`src/rtl/we_reg_arbiter.sv`:
```
// Round-robin write scheduler: grants one (addr, data) write per cycle from NREQ requesters
// and drives registered one-hot write strobes, shared data, source index, error flag and write count.
module we_reg_arbiter #(
  parameter int NREQ  = 4,
  parameter int NREGS = 8,
  parameter int AW    = (NREGS > 1) ? $clog2(NREGS) : 1,
  parameter int SW    = $clog2(NREQ)
) (
  input  logic                 clk,
  input  logic                 rst,
  input  logic                 enable,
  input  logic [NREQ-1:0]      req_valid,
  input  logic [NREQ*AW-1:0]   req_addr,
  input  logic [NREQ*32-1:0]   req_data,
  output logic [NREQ-1:0]      req_ready,
  output logic [NREGS-1:0]     wr_en,
  output logic [31:0]          wr_data,
  output logic [SW-1:0]        wr_src,
  output logic                 wr_err,
  output logic [15:0]          wr_count
);

  logic [SW-1:0]    ptr_q, ptr_d;
  logic [NREGS-1:0] wr_en_q, wr_en_d;
  logic [31:0]      wr_data_q, wr_data_d;
  logic [SW-1:0]    wr_src_q, wr_src_d;
  logic             wr_err_q, wr_err_d;
  logic [15:0]      wr_count_q, wr_count_d;

  logic             found;
  logic [SW-1:0]    win_idx;
  logic [SW-1:0]    cand_idx;
  int               cand;
  logic             grant;
  logic [AW-1:0]    win_addr;
  logic [31:0]      win_data;
  logic             in_range;

  // Rotating search: the first valid requester at or after ptr wins.
  // NOTE: every variable gets a default at the top of an always_comb so no path leaves it unassigned (no latch).
  always_comb begin
    found    = 1'b0;
    win_idx  = '0;
    cand     = 0;
    cand_idx = '0;
    for (int k = 0; k < NREQ; k++) begin
      cand = int'(ptr_q) + k;
      if (cand >= NREQ) cand = cand - NREQ;
      cand_idx = SW'(cand);
      if (!found && req_valid[cand_idx]) begin
        found   = 1'b1;
        win_idx = cand_idx;
      end
    end
  end

  assign grant     = found && rst && enable;
  assign req_ready = grant ? (NREQ'(1) << win_idx) : '0;
  assign win_addr  = req_addr[int'(win_idx)*AW +: AW];
  assign win_data  = req_data[int'(win_idx)*32 +: 32];
  assign in_range  = int'(win_addr) < NREGS;

  always_comb begin
    ptr_d      = ptr_q;
    wr_en_d    = '0;
    wr_data_d  = wr_data_q;
    wr_src_d   = wr_src_q;
    wr_err_d   = 1'b0;
    wr_count_d = wr_count_q;
    if (grant) begin
      ptr_d     = (win_idx == SW'(NREQ - 1)) ? '0 : win_idx + SW'(1);
      wr_data_d = win_data;
      wr_src_d  = win_idx;
      if (in_range) begin
        wr_en_d    = NREGS'(1) << win_addr;
        wr_count_d = wr_count_q + 16'd1;
      end else begin
        // Out-of-range writes are consumed but never reach the bank.
        wr_err_d = 1'b1;
      end
    end
  end

  // NOTE: state flops use non-blocking assignments so every flop samples pre-edge values.
  // NOTE: reset is synchronous and active-low; it wins over any transfer in the same cycle.
  always_ff @(posedge clk) begin
    if (!rst) begin
      ptr_q      <= '0;
      wr_en_q    <= '0;
      wr_data_q  <= '0;
      wr_src_q   <= '0;
      wr_err_q   <= 1'b0;
      wr_count_q <= '0;
    end else begin
      ptr_q      <= ptr_d;
      wr_en_q    <= wr_en_d;
      wr_data_q  <= wr_data_d;
      wr_src_q   <= wr_src_d;
      wr_err_q   <= wr_err_d;
      wr_count_q <= wr_count_d;
    end
  end

  assign wr_en    = wr_en_q;
  assign wr_data  = wr_data_q;
  assign wr_src   = wr_src_q;
  assign wr_err   = wr_err_q;
  assign wr_count = wr_count_q;

endmodule

```
`config.mk`:
```
export PLATFORM = sky130hd
export DESIGN_NAME = we_reg_arbiter
export DESIGN_NICKNAME = d
export VERILOG_FILES = /design/src/rtl/we_reg_arbiter.sv
export SDC_FILE = /design/constraint.sdc
export NUM_CORES = 1
export LEC_CHECK = 0
export BUFFER_PORTS_ARGS = -buffer_cell sky130_fd_sc_hd__buf_2
export CAP_MARGIN = 20
export CORE_MARGIN = 4
export CORE_UTILIZATION = 46
export CTS_CLUSTER_DIAMETER = 150
export CTS_CLUSTER_SIZE = 25
export DETAILED_ROUTE_END_ITERATION = 10
export PLACE_DENSITY_LB_ADDON = 0.12
export SLEW_MARGIN = 20
export SYNTH_ARGS = -nofsm -noshare
export SYNTH_HDL_FRONTEND = slang
export SYNTH_SLANG_ARGS = --single-unit
export TNS_END_PERCENT = 30
```
`constraint.sdc`:
```
create_clock -name clk -period 5.18 [get_ports clk]
set_clock_uncertainty 0.05 [all_clocks]
set_input_delay 1.036 -clock clk [delete_from_list [all_inputs] [get_ports clk]]
set_output_delay 1.036 -clock clk [all_outputs]
set_load 0.1 [all_outputs]
```
==> impl_metrics.toml, run 1 <==
[clocking]
cts.sinks = 60
cts_tree = "done"
cts_setup_buffers = 0
clk_latency_ns = 0.33
cts-resized-gates = 0
cts_max_level = 3
cts_buffers = 9
hold_buffers = 0
cts_root_buffer = "clkbuf_8"
clockBufferDepth = 2
clk_pin_slew_worst_paths_ns = 0.07

[drt]
drt-initial-drc-count = 125
drt-wirelength-per-cell_um = 15.4
first_pass_iters = 4
post-route-drc-count = 0
routed_wl_um = 10300
ant_nets = 0
avgViaCountPerCell = 5.26
num_vias = 3523

[sta]
rsz0062_at_grt = "false"
hold_viol = 0
clock.fmax_mhz = 236
setup_viol = 0
setup_tns_ns = 0
timing.final.max_slew_violations = 0
tightest_slew_ns = 0.746
fin_crit_ns = 4.24
fin_crit_sh_pct = 81.9
slew_headroom_pct = 50.1

[placed_design]
gp_congestion = 0.844
post-dp-hpwl_um = 7870
portBuffers = 208

[outcome]
status = "finished clean"

[global_routing]
track_usage_pct = 23.3
antenna_found_initial = 0
grt-ovfl-total = 0
grt_max_degree = 56
grt_pass1_vias = 3445
grt_pass1_wl_um = 16100

[die]
core-area_um2 = 6910
initial_core_util_pct = 48.1
die_w_um = 92.9
row_count = 30
ios = 210
fp.dieH_um = 92.9
die_area_um2 = 8640

[critical_path]
path_cells = "buf_2 > nor2b_2 > a211o_2 > nand2_4 > inv_4 > ha_1 > and3_1 > buf_2"
regToRegSetupSlack_ns = 2.58
ff2ff_path_depth = 7
end_kind = "output port"
startpoint = "req_valid[1]"
crit_arrival_ns = 3.16
r2r-start = "ptr_q[1]"
required_ns = 4.09
reg2reg_to = "wr_en[3]"
max_stage_delay_ns = 0.53
worstSetupStartpointType = "primary input"
path_common_cell = "buf_2"
crit_type = "in -> out"
crit_fanout = 55
critPathSlowestCell = "inv_4"

[yosys]
syn_area_um2 = 3320
synth_cell_types = 45
ys_seq_elements = 60
syn-num-nets = 526
postSynthAreaPerCell_um2 = 8.88
synth_cells = 374
ys_seq_area_share_pct = 36.2
yosysWarningCount = 0

[flow_run]
maxCapViolCount = 0

[pwr]
p_leak_nw = 2.35
p_per_area_nw_per_um2 = 354
vdd.ir_drop.worst_mv = 0.179
p_total_mw = 1.62

[min_path]
hold_end = "wr_data[14]"
worst_hold_path.num_cells = 1
min_from = "wr_data[14]"
hold_path.class = "reg -> reg"

[cells_and_area]
antenna_cells = 0
final_cell_mix = "208 x buf_2, 82 x nand2_1, 60 x dfxtp_1"
area_growth_pct = 38.2
nFillCells = 669
final_common_cell = "buf_2"
layout.nets = 721
drive_gt1_share_pct = 47.4
## per-stage QoR
stage	hold slack, ns	util, %	instances	area, µm²	worst slack [ns]
after global routing	0.456	66.4	670	4590	0.797
after CTS	0.429	66.4	670	4590	0.922
after floorplan	0.425	-	374	3320	1.17
after global placement	0.406	63.3	654	4370	0.999
after detailed placement	0.411	63.3	654	4370	0.927
final	0.425	66.4	670	4590	0.939
## kinds of logic (layout without fill, tap and decap cells)
group	after synthesis	after routing	synth area share, %
mux	23	23	12.7
fa+ha+maj	5	5	1.88
compound gates	59	59	14.4
buf+inv	30	230	4.41
simple gates	186	186	27.7
xor+xnor	10	10	2.64
other cells	1	1	0.113
flops	60	60	36.2
## worst max path at each step
stage                         to  slack, ns  depth (start not counted)
floorplan           req_ready[0]       1.17                          9
detailed placement  req_ready[3]       0.93                          8
CTS                 req_ready[3]       0.92                          8
finish              req_ready[3]       0.94                          8
global placement    req_ready[3]        1.0                          8
global route        req_ready[3]       0.80                          8
## power by group
group | total (mW) | internal, mW | leakage (nW) | switching (mW)
combinational | 0.642 | 0.181 | 1.76 | 0.461
clock | 0.460 | 0.271 | 0.102 | 0.190
sequential | 0.520 | 0.500 | 0.491 | 0.0200
total | 1.62 | 0.952 | 2.35 | 0.670
## sequential cells by signal, summed over array words and instances, names as in the netlist
signal / flops
wr_count: 16
ptr_q: 2
wr_en: 8
wr_data: 32
wr_src: 2
## metal layers
layer / global-route usage (%) / wire length (µm) / up-vias / share of wire, %
li1: - / - / 1742 / -
met1: 27.8 / 4090 / 1613 / 40
met2: 40.3 / 5230 / 147 / 51
met3: 5.28 / 774 / 21 / 7.5
met4: 9.04 / 251 / 0 / 2.4
met5: 0 / 0 / - / 0
## cells in the mapped netlist (all sizes together)
library cell | n | area share (%)
ha | 5 | 1.9
inv | 4 | 0.60
clkbuf | 19 | 2.1
nor3b | 3 | 0.68
a22o | 15 | 4.0
and3 | 26 | 4.9
o2bb2ai | 1 | 0.45
mux4 | 15 | 10
a211o | 1 | 0.30
nand2 | 83 | 9.6
xor2 | 4 | 1.1
and4 | 2 | 0.53
nand4 | 3 | 0.57
o41a | 1 | 0.38
dfxtp | 60 | 36
o21ai | 10 | 1.6
a31o | 18 | 4.7
mux2i | 6 | 1.8
xnor2 | 6 | 1.6
or3 | 3 | 0.57
nor2b | 5 | 1.0
a21boi | 3 | 0.68
conb | 1 | 0.11
a2111oi | 1 | 0.45
a21oi | 3 | 0.45
o21a | 1 | 0.23
buf | 7 | 1.7
a211oi | 1 | 0.23
nand3 | 42 | 6.5
mux2 | 2 | 0.68
nor3 | 4 | 0.60
o211ai | 2 | 0.45
nor2 | 4 | 0.68
and2 | 10 | 1.9
nand2b | 1 | 0.19
o31ai | 2 | 0.45
## final cells by class
| class | count | area, µm² | share of cell area, % |
|---|---|---|---|
| clock buffers | 10 | 128 | 2.78 |
| clock inverters | 6 | 88.8 | 1.94 |
| inverters | 4 | 20.0 | 0.436 |
| multi-input cells | 284 | 1970 | 43.0 |
| flip-flops and latches | 60 | 1200 | 26.2 |
| well taps | 96 | 120 | 2.62 |
| repair buffers | 210 | 1060 | 23.0 |
## worst max-delay path, delay by kind of cell
family / cells / cell delay, ns
buffers and inverters: 3 / 1.09
AOI/OAI and AO/OA: 1 / 0.20
and+or+nand+nor: 3 / 0.54
adders and majority gates: 1 / 0.24
(Power assumes the default switching activity.)
==> inputs of run 2 (changes only) <==
--- a/config.mk
+++ b/config.mk
@@ -8,7 +8,7 @@
 export BUFFER_PORTS_ARGS = -buffer_cell sky130_fd_sc_hd__buf_2
 export CAP_MARGIN = 20
 export CORE_MARGIN = 4
-export CORE_UTILIZATION = 46
+export CORE_UTILIZATION = 43
 export CTS_CLUSTER_DIAMETER = 150
 export CTS_CLUSTER_SIZE = 25
 export DETAILED_ROUTE_END_ITERATION = 10
==> constraint.sdc (replaced) <==
create_clock -name clk -period 3.95 [get_ports clk]
set_clock_uncertainty 0.05 [all_clocks]
set_input_delay 0.79 -clock clk [delete_from_list [all_inputs] [get_ports clk]]
set_output_delay 0.79 -clock clk [all_outputs]
set_load 0.1 [all_outputs]
==> run 2 against run 1 <==
  * Via count down 1.2%
  * Critical path depth unchanged
  * Final area up 0.71%
  * Die area up 6.4%
  * Power up 29%
  * Sequential power up 31%
==> impl_metrics.toml, run 2 (same netlist as run 1, synthesis figures left out) <==
[outcome]
status = "finished clean"

[global_routing]
grt_max_degree = 48
grt_pass1_wl_um = 15900
grt_pass1_vias = 3393
track_usage_pct = 22.3
antenna_found_initial = 0
grt-ovfl-total = 0

[clocking]
cts_setup_buffers = 0
cts-resized-gates = 0
cts_tree = "done"
clk_latency_ns = 0.33
hold_buffers = 0
cts.sinks = 60
cts_max_level = 3
clockBufferDepth = 2
cts_root_buffer = "clkbuf_8"
cts_buffers = 9
clk_pin_slew_worst_paths_ns = 0.06

[die]
die_w_um = 95.9
row_count = 31
initial_core_util_pct = 45.0
core-area_um2 = 7370
fp.dieH_um = 95.9
ios = 210
die_area_um2 = 9190

[critical_path]
endpoint = "req_ready[2]"
reg2reg_to = "wr_data[30]"
crit_fanout = 38
regToRegSetupSlack_ns = 1.47
ff2ff_path_depth = 7
startpoint = "req_valid[2]"
crit_arrival_ns = 2.53
r2r-start = "ptr_q[0]"
end_kind = "output port"
crit_type = "in -> out"
worstSetupStartpointType = "primary input"
required_ns = 3.11

[drt]
post-route-drc-count = 0
first_pass_iters = 4
drt-wirelength-per-cell_um = 15.4
ant_nets = 0
routed_wl_um = 10400
drt-initial-drc-count = 88
avgViaCountPerCell = 5.14
num_vias = 3481

[placed_design]
gp_congestion = 0.786
post-dp-hpwl_um = 8180
portBuffers = 208
dpl_cell_area_um2 = 4420

[sta]
rsz0062_at_grt = "false"
tightest_slew_ns = 0.716
slew_headroom_pct = 52.1
setup_viol = 0
fin_crit_sh_pct = 85.4
hold_viol = 0
timing.final.max_slew_violations = 0
fin_crit_ns = 3.37
clock.fmax_mhz = 296
setup_tns_ns = 0

[pwr]
p_total_mw = 2.09
p_leak_nw = 2.37
p_per_area_nw_per_um2 = 453
vdd.ir_drop.worst_mv = 0.218

[cells_and_area]
largest_reg_flops = 32
drive_gt1_share_pct = 47.6
final_cell_mix = "207 x buf_2, 82 x nand2_1, 60 x dfxtp_1"
antenna_cells = 0
utilization_pct = 62.7
design_area_um2 = 4620
area_growth_pct = 39.2
layout.nets = 725
final_common_cell = "buf_2"

[min_path]
worst_hold_path.num_cells = 1
hold_path.class = "reg -> reg"
min_from = "wr_data[19]"

[flow_run]
maxCapViolCount = 0
[run 2: routing by layer]
layer / global-route usage, % / share of wire [%] / up-vias
li1: - / - / 1748
met1: 27.1 / 40 / 1607
met4: 6.87 / 1.5 / 0
met2: 38.6 / 52 / 113
met5: 0 / 0 / -
met3: 5.55 / 6.6 / 13
[run 2: metrics by stage]
stage                     instances  hold slack, ns  setup slack (ns)
final                           677           0.424             0.577
after global routing            677           0.449             0.494
after CTS                       677           0.428             0.570
after detailed placement        661           0.411             0.587
after global placement          661           0.407             0.624
after floorplan                 374           0.425             0.430
[run 2: how the worst min path moves through the flow]
stage | to | slack, ns
after global placement | wr_data[8] | 0.41
after CTS | wr_data[19] | 0.43
after detailed placement | wr_data[11] | 0.41
after global routing | wr_data[23] | 0.45
after floorplan | ptr_q[1] | 0.42
final | wr_data[19] | 0.42
[run 2: where the power goes]
part	total [mW]	switching, mW	internal [mW]
sequential	0.683	0.0265	0.656
clock	0.562	0.239	0.324
combinational	0.847	0.604	0.243
total	2.09	0.869	1.22
[run 2: worst max-delay path, stage by stage]
cell and delay (ns):
buf_2 0.12, nor2b_2 0.17, a211o_2 0.34, nand2_4 0.31, inv_4 0.14, ha_1 0.21, and3_1 0.14, buf_2 0.29
[run 2: final cells by class]
class                           count  area [µm²]
Clock buffer                       12         155
Clock inverter                      4        47.5
Fill cell                         683        2750
Inverter                            4        20.0
Multi-Input combinational cell    284        1970
Sequential cell                    60        1200
Tap cell                           99         124
Timing Repair Buffer              214        1100
